**config.mk**
```make
export PLATFORM = sky130hd
export DESIGN_NAME = ov5640_init_sequencer
export DESIGN_NICKNAME = d
export VERILOG_FILES = /design/src/rtl/ov5640_init_pkg.sv /design/src/rtl/init_delay_timer.sv /design/src/rtl/ov5640_init_sequencer.sv
export SDC_FILE = /design/constraint.sdc
export NUM_CORES = 1
export LEC_CHECK = 0
export ABC_AREA = 1
export CORE_UTILIZATION = 57
export CTS_CLUSTER_DIAMETER = 150
export CTS_CLUSTER_SIZE = 8
export DETAILED_ROUTE_END_ITERATION = 7
export GPL_TIMING_DRIVEN = 0
export PLACE_DENSITY_LB_ADDON = 0.05
export SLEW_MARGIN = 0
export SYNTH_ARGS = -nofsm -noshare
export SYNTH_HDL_FRONTEND = slang
export SYNTH_HIERARCHICAL = 1
export SYNTH_SLANG_ARGS = --single-unit
```
**constraint.sdc**
```tcl
create_clock -name clk -period 4.33 [get_ports clk]
set_input_delay 1.0825 -clock clk [delete_from_list [all_inputs] [get_ports clk]]
set_output_delay 1.0825 -clock clk [all_outputs]
set_load 0.05 [all_outputs]
```
**src/rtl/ov5640_init_pkg.sv**
```systemverilog
// ov5640_init_pkg
//   Shared types and constants for the OV5640 init-table sequencer.
//   Optional feature macro: OV5640_INIT_READBACK_EN adds the READ/CHECK
//   states and the readback-eligibility helper.
package ov5640_init_pkg;

    typedef enum logic [3:0] {
        ST_IDLE,
        ST_PWRUP,
        ST_FETCH,
        ST_LATCH,
        ST_WRITE,
        ST_DELAY,
        ST_NEXT,
`ifdef OV5640_INIT_READBACK_EN
        ST_READ,
        ST_CHECK,
`endif
        ST_DONE
    } state_t;

    localparam logic [15:0] SOFT_RST_ADDR = 16'h3008;
    localparam int          SOFT_RST_BIT  = 7;
    localparam logic [7:0]  SYS_REG_HI    = 8'h30;

    // A write to the system-control register with the reset bit set puts the
    // sensor into software reset; it needs a settle delay afterwards.
    function automatic logic is_soft_rst(input logic [15:0] addr, input logic [7:0] data);
        return (addr == SOFT_RST_ADDR) && data[SOFT_RST_BIT];
    endfunction

`ifdef OV5640_INIT_READBACK_EN
    // System registers (0x30xx, which includes 0x3008) self-clear or change
    // on write, so their readback value is meaningless.
    function automatic logic needs_readback(input logic [15:0] addr);
        return (addr != SOFT_RST_ADDR) && (addr[15:8] != SYS_REG_HI);
    endfunction
`endif

endpackage

```
**src/rtl/init_delay_timer.sv**
```systemverilog
// init_delay_timer
//   Loadable down-counter shared by the power-up wait, the soft-reset settle
//   delay and the SCCB ack timeout. Loading N makes 'expired' rise in the Nth
//   cycle after the load edge, so a state that leaves on 'expired' lasts
//   exactly N cycles.
// Ports:
//   clk, reset_n  clock, asynchronous active-low reset
//   load          load load_val this cycle (takes priority over counting)
//   load_val      value to load
//   count         decrement enable
//   expired       terminal count reached
module init_delay_timer #(
    parameter int CNT_W = 8
) (
    input  logic             clk,
    input  logic             reset_n,
    input  logic             load,
    input  logic [CNT_W-1:0] load_val,
    input  logic             count,
    output logic             expired
);

    logic [CNT_W-1:0] cnt;

    always_ff @(posedge clk or negedge reset_n) begin
        if (!reset_n) begin
            cnt <= '0;
        end else if (load) begin
            cnt <= load_val;
        end else if (count && (cnt != '0)) begin
            cnt <= cnt - 1'b1;
        end
    end

    // Zero is included so a zero load cannot stall a waiting state.
    assign expired = (cnt <= CNT_W'(1));

endmodule

```
**src/rtl/ov5640_init_sequencer.sv**
```systemverilog
// ov5640_init_sequencer
//   Walks the OV5640 init-table ROM and issues every entry as a 16-bit-address
//   SCCB register write over a req/ack port. Waits for sensor power-up before
//   the first write and inserts a settle delay after a software-reset write.
//   Optional feature macro: OV5640_INIT_READBACK_EN reads each eligible
//   register back after writing it and flags mismatches on err.
// Ports:
//   clk, reset_n      clock, asynchronous active-low reset
//   start             1-cycle pulse, accepted in IDLE or DONE only
//   rom_addr, rom_q   ROM read port (1-cycle read latency)
//   wr_req/addr/data  SCCB write request, held until wr_ack
//   wr_ack            1-cycle transfer-complete pulse
//   rd_req/addr/data/rd_ack  readback port (OV5640_INIT_READBACK_EN only)
//   busy, done, err   status to the camera top level
module ov5640_init_sequencer
    import ov5640_init_pkg::*;
#(
    parameter int DATA_WIDTH   = 24,
    parameter int ADDR_WIDTH   = 8,
    parameter int TABLE_LEN    = 252,
    parameter int PWRUP_CYCLES = 1_000_000,
    parameter int RST_CYCLES   = 250_000,
    parameter int ACK_TIMEOUT  = 65_535
) (
    input  logic                  clk,
    input  logic                  reset_n,
    input  logic                  start,
    output logic [ADDR_WIDTH-1:0] rom_addr,
    input  logic [DATA_WIDTH-1:0] rom_q,
    output logic                  wr_req,
    output logic [15:0]           wr_addr,
    output logic [7:0]            wr_data,
    input  logic                  wr_ack,
`ifdef OV5640_INIT_READBACK_EN
    output logic                  rd_req,
    output logic [15:0]           rd_addr,
    input  logic [7:0]            rd_data,
    input  logic                  rd_ack,
`endif
    output logic                  busy,
    output logic                  done,
    output logic                  err
);

    localparam int CNT_MAX = (PWRUP_CYCLES > RST_CYCLES)
        ? ((PWRUP_CYCLES > ACK_TIMEOUT) ? PWRUP_CYCLES : ACK_TIMEOUT)
        : ((RST_CYCLES   > ACK_TIMEOUT) ? RST_CYCLES   : ACK_TIMEOUT);
    localparam int TW = $clog2(CNT_MAX + 1);

    state_t          state;
    logic            tmr_load;
    logic [TW-1:0]   tmr_val;
    logic            tmr_exp;
`ifdef OV5640_INIT_READBACK_EN
    logic [7:0]      rd_val;
`endif

    init_delay_timer #(.CNT_W(TW)) u_timer (
        .clk      (clk),
        .reset_n  (reset_n),
        .load     (tmr_load),
        .load_val (tmr_val),
        .count    (busy),
        .expired  (tmr_exp)
    );

    // Timer loads on the same edge that enters a waiting state, so the first
    // cycle of that state already sees the full count.
    always_comb begin
        tmr_load = 1'b0;
        tmr_val  = '0;
        case (state)
            ST_IDLE, ST_DONE: begin
                if (start) begin
                    tmr_load = 1'b1;
                    tmr_val  = TW'(PWRUP_CYCLES);
                end
            end
            ST_LATCH: begin
                tmr_load = 1'b1;
                tmr_val  = TW'(ACK_TIMEOUT);
            end
            ST_WRITE: begin
`ifdef OV5640_INIT_READBACK_EN
                if (wr_ack && needs_readback(wr_addr)) begin
                    tmr_load = 1'b1;
                    tmr_val  = TW'(ACK_TIMEOUT);
                end else if (wr_ack && is_soft_rst(wr_addr, wr_data)) begin
                    tmr_load = 1'b1;
                    tmr_val  = TW'(RST_CYCLES);
                end
`else
                if (wr_ack && is_soft_rst(wr_addr, wr_data)) begin
                    tmr_load = 1'b1;
                    tmr_val  = TW'(RST_CYCLES);
                end
`endif
            end
            default: ;
        endcase
    end

    always_ff @(posedge clk or negedge reset_n) begin
        if (!reset_n) begin
            state    <= ST_IDLE;
            rom_addr <= '0;
            wr_req   <= 1'b0;
            wr_addr  <= '0;
            wr_data  <= '0;
            busy     <= 1'b0;
            done     <= 1'b0;
            err      <= 1'b0;
`ifdef OV5640_INIT_READBACK_EN
            rd_req   <= 1'b0;
            rd_addr  <= '0;
            rd_val   <= '0;
`endif
        end else begin
            case (state)
                ST_IDLE, ST_DONE: begin
                    if (start) begin
                        done     <= 1'b0;
                        err      <= 1'b0;
                        rom_addr <= '0;
                        busy     <= 1'b1;
                        state    <= ST_PWRUP;
                    end
                end
                ST_PWRUP: begin
                    if (tmr_exp) state <= ST_FETCH;
                end
                // rom_addr settled last cycle; this cycle covers ROM latency.
                ST_FETCH: state <= ST_LATCH;
                ST_LATCH: begin
                    wr_addr <= rom_q[23:8];
                    wr_data <= rom_q[7:0];
                    wr_req  <= 1'b1;
                    state   <= ST_WRITE;
                end
                ST_WRITE: begin
                    if (wr_ack) begin
                        wr_req <= 1'b0;
`ifdef OV5640_INIT_READBACK_EN
                        if (needs_readback(wr_addr)) begin
                            rd_req  <= 1'b1;
                            rd_addr <= wr_addr;
                            state   <= ST_READ;
                        end else if (is_soft_rst(wr_addr, wr_data)) begin
                            state <= ST_DELAY;
                        end else begin
                            state <= ST_NEXT;
                        end
`else
                        if (is_soft_rst(wr_addr, wr_data)) state <= ST_DELAY;
                        else                               state <= ST_NEXT;
`endif
                    end else if (tmr_exp) begin
                        wr_req <= 1'b0;
                        err    <= 1'b1;
                        busy   <= 1'b0;
                        done   <= 1'b1;
                        state  <= ST_DONE;
                    end
                end
                ST_DELAY: begin
                    if (tmr_exp) state <= ST_NEXT;
                end
`ifdef OV5640_INIT_READBACK_EN
                ST_READ: begin
                    if (rd_ack) begin
                        rd_req <= 1'b0;
                        rd_val <= rd_data;
                        state  <= ST_CHECK;
                    end else if (tmr_exp) begin
                        rd_req <= 1'b0;
                        err    <= 1'b1;
                        busy   <= 1'b0;
                        done   <= 1'b1;
                        state  <= ST_DONE;
                    end
                end
                // A mismatch is sticky but does not abort the table.
                ST_CHECK: begin
                    if (rd_val != wr_data) err <= 1'b1;
                    state <= ST_NEXT;
                end
`endif
                ST_NEXT: begin
                    if (rom_addr == ADDR_WIDTH'(TABLE_LEN - 1)) begin
                        busy  <= 1'b0;
                        done  <= 1'b1;
                        state <= ST_DONE;
                    end else begin
                        rom_addr <= rom_addr + 1'b1;
                        state    <= ST_FETCH;
                    end
                end
                default: state <= ST_IDLE;
            endcase
        end
    end

endmodule

```
# After elaboration in Yosys (flattened, before gate mapping)

Index checks and enable logic that the tools add are counted.

Register bits: 60
Input port bits: 28
Output and inout bits: 36

$add $sub $neg: 2
Magnitude comparators: 1
Eq/ne operators: 17
Mux-type cells: 32
Reductions and logical operators: 16

Operators by type and width:

| cell                  | number |
|---|---|
| $mux 20               | 3 |
| $pmux 20 s3           | 1 |
| $pmux 4 s7            | 1 |
| $le 20x1->1 const B   | 1 |
| $mux 4                | 5 |
| $reduce_bool 20->1    | 1 |
| $sub 20x1->20 const B | 1 |
| $mux 18               | 1 |
| $eq 16x14->1 const B  | 1 |
| $eq 4x3->1 const B    | 4 |
| $mux 8                | 2 |
| $pmux 8 s2            | 1 |
| $ne 2x2->1 const B    | 7 |
| $mux 1                | 11 |
| $pmux 1 s3            | 3 |
| $add 8x1->8 const B   | 1 |
| $eq 4x2->1 const B    | 2 |
| $eq 8x8->1 const B    | 1 |
| $reduce_and 4->1      | 2 |
| $reduce_bool 2->1     | 4 |
| $reduce_and 5->1      | 1 |
| $eq 4x1->1 const B    | 1 |
| $logic_not 4->1       | 1 |
| $pmux 1 s2            | 2 |
| 8 further kinds       | 10 |

# Logic depth before layout (Yosys ltp)

Gate-level depths: netlist (run 1).

Depth after elaboration: 6
Depth in mapped cells: 12
Depth with buffers taken out: 11

# Cells and area by module

The synthesis (run 1) kept the hierarchy.

Modules (own cells, without submodules):

| module                | instances | cells each | area each (um^2) | seq. area each (um^2) |
|---|---|---|---|---|
| ov5640_init_sequencer | 1         | 245        | 1920.6           | 975.9 |
| init_delay_timer      | 1         | 227        | 1493.9           | 500.5 |

# Least setup slack after synthesis (run 1)

OpenSTA, ideal clock, no wires.

Kind: input-to-reg
Start point: input wr_ack
End point: register u_timer.cnt[10]
Library setup time: 0.117 ns
Arrival time: 2.131 ns
Slack: 2.082 ns
Cell stages on the path: 9
Path buffers: 1
Cell sequence: inv_1 -> nor2_1 -> nand3_1 -> nand3_1 -> inv_1 -> clkbuf_1 -> nand3_1 -> nand3_1 -> nand2_1

Cells in the longest elaborated chain, start to end: 4
Elaborated cells on any way between the ends: 5
Those cells by class: 3 x mux; 2 x reduce/logical

Ends and longest elaborated chain:

| element                                      | RTL line                    | RTL |
|---|---|---|
| start: declaration                           | ov5640_init_sequencer.sv:33 | `input logic wr_ack,` |
| $logic_and 1x1->1 *                          | ov5640_init_sequencer.sv:93 | `if (wr_ack && is_soft_rst(wr_addr, wr_data)) begin` |
| $mux 1 *                                     | ov5640_init_sequencer.sv:93 |  |
| $pmux 1 s3 *                                 | ov5640_init_sequencer.sv:72 | `case (state)` |
| named net tmr_load                           | ov5640_init_sequencer.sv:51 | `logic tmr_load;` |
| $mux 20 or $reduce_bool 2->1 (tied branches) | --                          |  |
| end signal: assignment                       | init_delay_timer.sv:29      | `cnt <= load_val;` |
| end signal: assignment                       | init_delay_timer.sv:31      | `cnt <= cnt - 1'b1;` |
| end: declaration                             | init_delay_timer.sv:23      | `logic [CNT_W-1:0] cnt;` |

Mark *: on every way through the listed nets, which the timed path passes. The rest lies on a longest branch.
A chain may end at the register's enable or synchronous reset.

# Worst setup path after layout (run 1)

Start point: input wr_ack
End point: register u_timer.cnt[14]

The elaborated chain is that of the path after synthesis.

==> reports/qor.csv, run 1 <==
metric,value,unit
Pwr Density,237,nW/um^2
Final Non-Filler Cells,624,
WS Path Type,in2reg,
Worst Path Arrival,3.06,ns
Final setup viols,0,
setup TNS,0,ns
Initial Utilization,0.605,
Max Slew Vio Count,0,
Min-Delay Path Class,reg2reg,
Total GRT Usage,0.311,
DIE HEIGHT,79.4,microns
Post-Syn Instances,472,
timing-limited maximum frequency,0.354,GHz
filler cell count in the final layout,436,
CP Data Required Time,4.56,ns
reg2reg start,state[1],
IO buf count,63,
drt pass-1 iters,6,
CTS Root Cell,clkbuf_8,
main combinational cell family by area after synthesis,simple AND/OR/NAND/NOR gates,
min-delay src,wr_data[4],
worst skew pair latency,0.34,ns
pin count of the biggest net entering global routing,37,
Post-CTS Resized,0,
vias in the first global route,3356,
Post-Synth Simple-Gate Area,0.406,
adder-cell share of the synthesized area,0.0147,
fin nets,579,
WL per Instance,14.1,microns
gr ovfl total,0,
worst-path fanout max,10,
Synthesized Nets,504,
fraction of the cycle the final worst path needs,0.653,
Final Wtd Congestion,0.922,
Longest Clk Path Bufs,2,
Total Routed Length,8.83,mm
post-synth cell types,28,
total setup buffers inserted after CTS,0,
area grow syn2layout,26.3,%
"CP delay by family, top",buffers and inverters,
Core Region,5640,sq um
CP Depth,10,
count of final hold-check violations,0,
antenna violations before repair,0,
crit end category,flip-flop,
P_leak,2.08,nW
Max-cap violations,0,
Final Skew,0.00552,ns
Post-synth EDFFs,0,
FF-to-FF setup slack,2.08,ns
Detailed Place HPWL,6.37,mm
residual DRC count,0,
Worst Path Buf+Inv,4,
layout cell share with drive strength beyond 1,0.0870,
Slew HR,0.613,
Synth warnings,6,
Worst setup endpoint,u_timer/cnt[14],
io pins,64,
RSZ-0062 raised after global routing,false,
TritonCTS clock tree,yes,
diode count,0,
Main synth FF type,dfrtp_1,
Post-Syn Area,3410,sq um
DR vias/cell,5.42,
Setup WS pre-CTS,1.19,ns
CTS Hold Buffers Added,0,
worst-margin pin slew,0.580,ns
post-route setup slack,1.50,ns
crit path max-delay cell type,clkdlybuf4s50_1,
row count,27,
CP startpoint,wr_ack,
CP dominant cell by count,nand3_1,
xor and xnor area share after synthesis,0.0308,
Die W,79.4,microns
Worst path max stage delay,0.44,ns
die area,6300,sq um
routed via count,3383,
"Seq/Total Area, Yosys",0.432,
Compound-Gate Fraction of Synth Area,0.0484,
"Reg clk slew, reported paths",0.07,ns
Antenna Nets Post-Route,0,
Sink Count,59,
Worst VDD drop,0.205,mV
Worst setup SP type,input port,
Placed Cells,608,
crit path cell chain,clkdlybuf4s50_1 -> inv_1 -> nor2_1 -> nand3_1 -> nand3_1 -> inv_1 -> clkbuf_1 -> nand3_1 -> nand3_1 -> nand2_1,
Reg2Reg Depth,11,
ys async rst share,1.00,
status,"finished, final reports clean",
CTS buffer count,9,
Mapped Avg Cell Area,7.23,sq um
multiplexer share of the synthesized area,0,
1st-iter DRT viols,259,
H-tree depth,3,
"Min Clock Period, post-route",2.83,ns
#FFs+latches synth,59,
first-pass GRT wire length,15.0,mm
reg2reg end,u_timer/cnt[14],
[synth_stat cells, types with 2 or more instances]
| cell | number | area (sq um) |
|---|---|---|
| nand2_1 | 185 | 694 |
| dfrtp_1 | 59 | 1480 |
| nand3_1 | 56 | 280 |
| nor2_1 | 44 | 165 |
| inv_1 | 36 | 135 |
| o21ai_0 | 13 | 65.1 |
| xor2_1 | 10 | 87.6 |
| nand4_1 | 9 | 56.3 |
| o21ai_1 | 8 | 40.0 |
| a21oi_1 | 7 | 35.0 |
| buf_2 | 5 | 25.0 |
| nor2_2 | 5 | 31.3 |
| clkbuf_1 | 4 | 15.0 |
| ha_1 | 4 | 50.1 |
| nand2_4 | 4 | 45.0 |
| buf_6 | 3 | 33.8 |
| nand2_2 | 3 | 18.8 |
| inv_2 | 2 | 7.51 |
| nand3_2 | 2 | 20.0 |
| nand3b_1 | 2 | 15.0 |
| nor2_4 | 2 | 22.5 |
| or2_2 | 2 | 12.5 |
| xnor2_1 | 2 | 17.5 |
[report_power, final]
group	internal (mW)	total, mW	switching (mW)
sequential	0.551	0.551	0
clock	0.205	0.434	0.229
combinational	0.0227	0.0383	0.0156
[layout make-up]
cell class,count,area [sq um],area share
Timing Repair Buffer,64,646,0.150
Clock buffer,11,131,0.0305
Tap cell,72,90.1,0.0209
Sequential cell,59,1480,0.342
Clock inverter,5,30.0,0.00696
Buffer,13,88.8,0.0206
Multi-Input combinational cell,362,1710,0.396
Inverter,38,143,0.0331
[per-stage QoR]
step / utilization / total power, mW / hold slack, ns / area (sq um)
floorplan: - / 0.562 / 0.533 / 3410
global placement: 0.733 / 0.598 / 0.463 / 4140
detailed placement: 0.736 / 0.600 / 0.471 / 4150
CTS: 0.764 / 1.03 / 0.490 / 4310
global route: 0.764 / 1.06 / 0.509 / 4310
finish: 0.764 / 1.02 / 0.489 / 4310
[logic make-up after synthesis]
logic type	after synthesis
simple gates	316
flops	59
buf+inv	51
compound gates	30
xor+xnor	12
fa+ha+maj	4
[sequential cells by signal (all words and copies together) (netlist names)]
| name | cells |
|---|---|
| u_timer/cnt | 20 |
| wr_addr | 16 |
| rom_addr | 8 |
| wr_data | 8 |
| state | 3 |
| busy | 1 |
| done | 1 |
| err | 1 |
| wr_req | 1 |
[cells in the final DEF (no fill, tap or decap), types with 4 or more instances in the layout]
master / n
a21oi_1: 7
nand3_1: 56
o21ai_0: 13
ha_1: 4
inv_1: 36
dfrtp_1: 59
nand2_1: 185
nand4_1: 9
nor2_1: 44
nand2_4: 4
nor2_2: 5
clkdlybuf4s50_1: 62
buf_2: 6
xor2_1: 10
clkbuf_1: 6
o21ai_1: 8
clkbuf_8: 9
[worst min-delay path by stage]
stage / end / slack [ns] / cells after the start
2_1_floorplan: u_timer/cnt[10] / 0.53 / 2
3_3_place_gp: wr_data[5] / 0.46 / 2
3_5_place_dp: wr_data[1] / 0.47 / 2
4_1_cts: done / 0.49 / 2
5_1_grt: wr_data[1] / 0.51 / 2
6_report: wr_data[4] / 0.49 / 2
[tightest hold or removal path, cell delays in order (launching register included)]
cell and delay [ns]:
dfrtp_1 0.34, nand2_1 0.06, nand2_1 0.06
[metal layers]
| layer | part of all wire | up-vias | track usage |
|---|---|---|---|
| li1 | - | 1644 | - |
| met1 | 0.40 | 1597 | 0.360 |
| met2 | 0.51 | 124 | 0.536 |
| met3 | 0.070 | 18 | 0.0697 |
| met4 | 0.021 | 0 | 0.164 |
| met5 | 0 | - | 0 |
Note: power is estimated with default switching activity, not from simulation.
==> inputs of run 2 (changes only) <==
--- a/config.mk
+++ b/config.mk
@@ -6,7 +6,7 @@
 export NUM_CORES = 1
 export LEC_CHECK = 0
 export ABC_AREA = 1
-export CORE_UTILIZATION = 57
+export CORE_UTILIZATION = 47
 export CTS_CLUSTER_DIAMETER = 150
 export CTS_CLUSTER_SIZE = 8
 export DETAILED_ROUTE_END_ITERATION = 7
==> constraint.sdc (replaced) <==
create_clock -name clk -period 2.35 [get_ports clk]
set_input_delay 0.5875 -clock clk [delete_from_list [all_inputs] [get_ports clk]]
set_output_delay 0.5875 -clock clk [all_outputs]
set_load 0.05 [all_outputs]
==> reports/qor.csv, run 2 (synthesis results as in run 1) <==
metric,value,unit
TritonCTS clock tree,yes,
crit path cell chain,clkdlybuf4s50_1,
Worst Path Arrival,1.61,ns
max reg flops,20,
IO buf count,63,
"Min Clock Period, post-route",2.20,ns
setup TNS,0,ns
Placed Cells,632,
"CP delay by family, top",buffers and inverters,
residual DRC count,0,
CP Data Required Time,1.76,ns
Worst path max stage delay,0.84,ns
H-tree depth,3,
Final Non-Filler Cells,648,
io pins,64,
1st-iter DRT viols,179,
CTS Hold Buffers Added,0,
filler cell count in the final layout,644,
post-route setup slack,0.150,ns
Longest Clk Path Bufs,2,
DIE HEIGHT,87.2,microns
vias in the first global route,3067,
Final Skew,0.0107,ns
"Reg clk slew, reported paths",0.07,ns
crit path max-delay cell type,clkdlybuf4s50_1,
most flop-heavy register,u_timer/cnt,
Detailed Place HPWL,6.28,mm
routed via count,3269,
RSZ-0062 raised after global routing,false,
most frequent cells in the layout,"185 x nand2_1, 62 x clkdlybuf4s50_1, 59 x dfrtp_1, 55 x nand3_1, 44 x nor2_1",
"commonest non-fill, non-tap cell in the layout",nand2_1,
status,"finished, final reports clean",
Setup WS pre-CTS,-0.310,ns
Worst Path Buf+Inv,1,
CTS buffer count,9,
total setup buffers inserted after CTS,0,
layout cell share with drive strength beyond 1,0.0942,
WS Path Type,reg2out,
P_leak,2.13,nW
die area,7610,sq um
drt pass-1 iters,4,
Die W,87.2,microns
Worst setup SP type,flip-flop,
fin nets,579,
Util after Layout,0.641,
diode count,0,
worst-path fanout max,5,
Final setup viols,0,
Max Slew Vio Count,0,
Initial Utilization,0.494,
Core Region,6910,sq um
pin count of the biggest net entering global routing,39,
Regs by FF count,"u_timer/cnt (20), wr_addr (16)",
worst-margin pin slew,0.538,ns
Max-cap violations,0,
Slew HR,0.641,
Min-Delay Path Class,in2async,
Antenna Nets Post-Route,0,
area grow syn2layout,29.6,%
fraction of the cycle the final worst path needs,0.936,
CTS Root Cell,clkbuf_8,
count of final hold-check violations,0,
Sink Count,59,
Total GRT Usage,0.244,
timing-limited maximum frequency,0.455,GHz
Pwr Density,495,nW/um^2
gr ovfl total,0,
first-pass GRT wire length,14.3,mm
antenna violations before repair,0,
worst skew pair latency,0.35,ns
Final Wtd Congestion,0.884,
row count,30,
Total Routed Length,8.66,mm
DR vias/cell,5.04,
WL per Instance,13.4,microns
Worst VDD drop,0.348,mV
crit end category,primary output,
run 2: metrics by stage:
stage                     total power [mW]  hold slack, ns  instance area [sq um]
final                                 2.19           0.208                   4430
after global placement                1.10           0.461                   4170
after CTS                             2.21           0.226                   4420
after global routing                  2.26           0.255                   4430
after detailed placement              1.11           0.470                   4180
after floorplan                       1.04           0.292                   3410
run 2: worst reg2reg max path, stage by stage (launching register included):
cell	delay (ns)
dfrtp_1	0.41
inv_1	0.16
ha_1	0.31
o21ai_0	0.16
nor3_1	0.35
inv_1	0.14
nand4_1	0.15
nand3_1	0.14
nor2_1	0.12
a21oi_1	0.07
run 2: power breakdown:
group          internal [mW]  switching, mW
Sequential              1.02              0
Combinational         0.0418         0.0285
Clock                  0.687          0.418
Total                   1.74          0.446
run 2: area by class of cell:
cell class,instances,area (sq um),share of cell area
multi-input cells,362,1710,0.387
flip-flops and latches,59,1480,0.334
repair buffers,64,646,0.146
clock buffers,13,169,0.0382
inverters,38,143,0.0322
well taps,96,120,0.0271
plain buffers,13,91.3,0.0206
clock inverters,3,68.8,0.0155
run 2: per-layer routing:
metal  vias up  wire length [microns]  track usage
met5         -                      0            0
met4         0                    133       0.0909
met3        12                    344       0.0379
met2        79                   4210        0.403
met1      1537                   3980        0.324
li1       1641                      -            -
run 2: what timing repair did:
item                       CTS  global route
setup endpoints to repair    0            19
resized for setup            0             5
hold endpoints to repair     0             0
run 2: final timing paths:
kind / slack (ns) / from / end / cells after the start
max: 0.15 / rom_addr[2] / rom_addr[2] / 1
min reg2reg: 0.48 / wr_data[0] / wr_data[0] / 2
max in group asynchronous: 1.56 / reset_n / wr_data[5] / 2
min: 0.21 / reset_n / u_timer/cnt[11] / 1
min in group clk: 0.48 / wr_data[0] / wr_data[0] / 2
max reg2reg: 0.23 / u_timer/cnt[0] / state[0] / 9
==> inputs of run 3 (changes only) <==
--- a/config.mk
+++ b/config.mk
@@ -5,13 +5,13 @@
 export SDC_FILE = /design/constraint.sdc
 export NUM_CORES = 1
 export LEC_CHECK = 0
-export ABC_AREA = 1
-export CORE_UTILIZATION = 47
+export ABC_AREA = 0
+export CORE_UTILIZATION = 51
 export CTS_CLUSTER_DIAMETER = 150
 export CTS_CLUSTER_SIZE = 8
 export DETAILED_ROUTE_END_ITERATION = 7
 export GPL_TIMING_DRIVEN = 0
-export PLACE_DENSITY_LB_ADDON = 0.05
+export PLACE_DENSITY_LB_ADDON = 0.25
 export SLEW_MARGIN = 0
 export SYNTH_ARGS = -nofsm -noshare
 export SYNTH_HDL_FRONTEND = slang
==> constraint.sdc (replaced) <==
create_clock -name clk -period 2.3 [get_ports clk]
set_input_delay 0.575 -clock clk [delete_from_list [all_inputs] [get_ports clk]]
set_output_delay 0.575 -clock clk [all_outputs]
set_load 0.05 [all_outputs]
==> reports/qor.csv, run 3 <==
metric,value,unit
Sink Count,59,
Total Routed Length,7.35,mm
IO buf count,63,
CP Data Required Time,2.56,ns
synth cell count leaders,"59 x dfrtp_1, 35 x nand2_1, 28 x mux2_2, 25 x o21ai_0, 13 x xor2_1",
Worst Path Arrival,2.73,ns
Die W,79.8,microns
row count,27,
cell with the most instances after synthesis,dfrtp_1,
Post-Syn Area,3090,sq um
P_leak,1.79,nW
Internal,3.55,mW
post-route setup slack,-0.169,ns
Min-Delay Path Class,in2async,
routed via count,2627,
reg2reg end,u_timer/cnt[19],
Mapped Avg Cell Area,10.3,sq um
"Reg clk slew, reported paths",0.07,ns
Compound-Gate Fraction of Synth Area,0.102,
io pins,64,
main combinational cell family by area after synthesis,simple AND/OR/NAND/NOR gates,
Final Wtd Congestion,0.873,
drt pass-1 iters,4,
CTS Root Cell,clkbuf_8,
Worst setup SP type,flip-flop,
most flop-heavy register,u_timer/cnt,
fin nets,417,
layout cell share with drive strength beyond 1,0.233,
H-tree depth,3,
Worst VDD drop,1.04,mV
WS Path Type,reg2reg,
most frequent cells in the layout,"61 x clkdlybuf4s50_1, 59 x dfrtp_1, 35 x nand2_1, 27 x mux2_2, 21 x o21ai_0",
reg2reg start,u_timer/cnt[9],
CTS buffer count,9,
ys async rst share,1.00,
Final Skew,0.00510,ns
pin count of the biggest net entering global routing,33,
crit end category,flip-flop,
max reg flops,20,
Design Power,6.66,mW
1st-iter DRT viols,186,
Final setup viols,5,
"Min Clock Period, post-route",2.47,ns
Reg2Reg Depth,8,
violated checks,negative setup slack,
WL per Instance,15.9,microns
residual DRC count,0,
Core Region,5680,sq um
biggest area consumer among synthesized cells,dfrtp_1,
Synthesized Nets,332,
largest cells by area after synthesis,"dfrtp_1 48%, mux2_2 10%, nand2_1 4.3%, o21ai_0 4.0%, xor2_1 3.7%",
Slew HR,0.536,
switching share of power,0.466,
CTS Hold Buffers Added,0,
Pwr Density,1570,nW/um^2
DIE HEIGHT,79.8,microns
worst-margin pin slew,0.691,ns
gr ovfl total,0,
combinational share of power,0.553,
Post-Synth Simple-Gate Area,0.202,
Detailed Place HPWL,5.04,mm
"commonest non-fill, non-tap cell in the layout",clkdlybuf4s50_1,
multiplexer share of the synthesized area,0.109,
Antenna Nets Post-Route,0,
Flop pwr share,0.298,
count of final hold-check violations,0,
Main synth FF type,dfrtp_1,
first-pass GRT wire length,12.1,mm
DR vias/cell,5.69,
RSZ-0062 raised after global routing,true,
Initial Utilization,0.545,
post-route cell area,4250,sq um
antenna violations before repair,0,
Regs by FF count,"u_timer/cnt (20), wr_addr (16)",
timing-limited maximum frequency,0.405,GHz
diode count,0,
TritonCTS clock tree,yes,
Longest Clk Path Bufs,2,
worst hold slack,0.257,ns
adder-cell share of the synthesized area,0.0162,
Post-synth EDFFs,0,
xor and xnor area share after synthesis,0.0595,
worst skew pair latency,0.34,ns
Total GRT Usage,0.249,
fraction of the cycle the final worst path needs,1.07,
Switch Pwr,3.11,mW
post-synth top area share,0.478,
Synth warnings,6,
Max Slew Vio Count,0,
"Seq/Total Area, Yosys",0.478,
FF-to-FF setup slack,-0.17,ns
post-synth cell types,50,
area grow syn2layout,37.7,%
Placed Area,3840,sq um
Post-Syn Instances,300,
Setup WS pre-CTS,-0.501,ns
worst-path fanout max,6,
vias in the first global route,2600,
die area,6380,sq um
status,"finished, violations left",
Clk pwr share,0.149,
#FFs+latches synth,59,
Max-cap violations,0,
## run 3: area by class of cell
class                   instances  area [sq um]
clock inverters                 4          47.5
flip-flops and latches         59          1480
repair buffers                 75           734
well taps                      72          90.1
multi-input cells             220          1630
fillers                       398          1420
inverters                       8          30.0
plain buffers                  12          81.3
clock buffers                  12           165
## run 3: power by group through the flow
stage | registers (mW) | logic, mW | clock network (mW)
floorplan | 2.93 | 1.35 | 0
global placement | 1.94 | 3.30 | 0
detailed placement | 1.95 | 3.39 | 0
CTS | 1.95 | 3.47 | 1.01
global route | 2.05 | 3.90 | 1.07
finish | 1.98 | 3.68 | 0.992
## run 3: metrics by stage
step,instances,TNS (ns),util
after detailed placement,436,-6.40,0.676
after global placement,435,-77.66,0.674
final,462,-0.469,0.750
after global routing,462,-1.55,0.750
after floorplan,300,-0.0311,-
after CTS,458,-1.06,0.724
## run 3: worst max-delay path by stage
stage	start	endpoint	slack (ns)	cells after the start
3_5_place_dp	u_timer/cnt[0]	u_timer/cnt[8]	-0.50	7
4_1_cts	u_timer/cnt[0]	u_timer/cnt[8]	-0.18	7
2_1_floorplan	u_timer/cnt[10]	done	-0.03	8
5_1_grt	u_timer/cnt[10]	done	-0.24	8
6_report	u_timer/cnt[9]	u_timer/cnt[19]	-0.17	8
3_3_place_gp	reset_n	wr_data[6]	-1.22	1
## run 3: what timing repair did
item | CTS | global route
gates cloned | 0 | 0
gates resized for setup | 7 | 26
setup endpoints to repair | 21 | 26
setup buffers | 6 | 6
pin swaps | 1 | 11
## run 3: kinds of logic after synthesis
group / after synthesis
AOI/OAI and AO/OA: 51
adders and majority gates: 4
xor gates and xnor gates: 21
buffers and inverters: 21
and+or+nand+nor: 114
muxes: 30
DFF: 59
## run 3: layer usage
layer,share of wire,track usage
met4,0.018,0.111
met3,0.061,0.0777
met5,0,0
met1,0.45,0.311
met2,0.47,0.392
## run 3: worst max-delay path: stages, from the launching register on
cell and delay [ns]:
dfrtp_1 0.40, or4_4 0.54, or3_1 0.33, buf_6 0.14, buf_4 0.13, buf_6 0.13, or4_4 0.42, xor2_2 0.15
o21ai_1 0.14
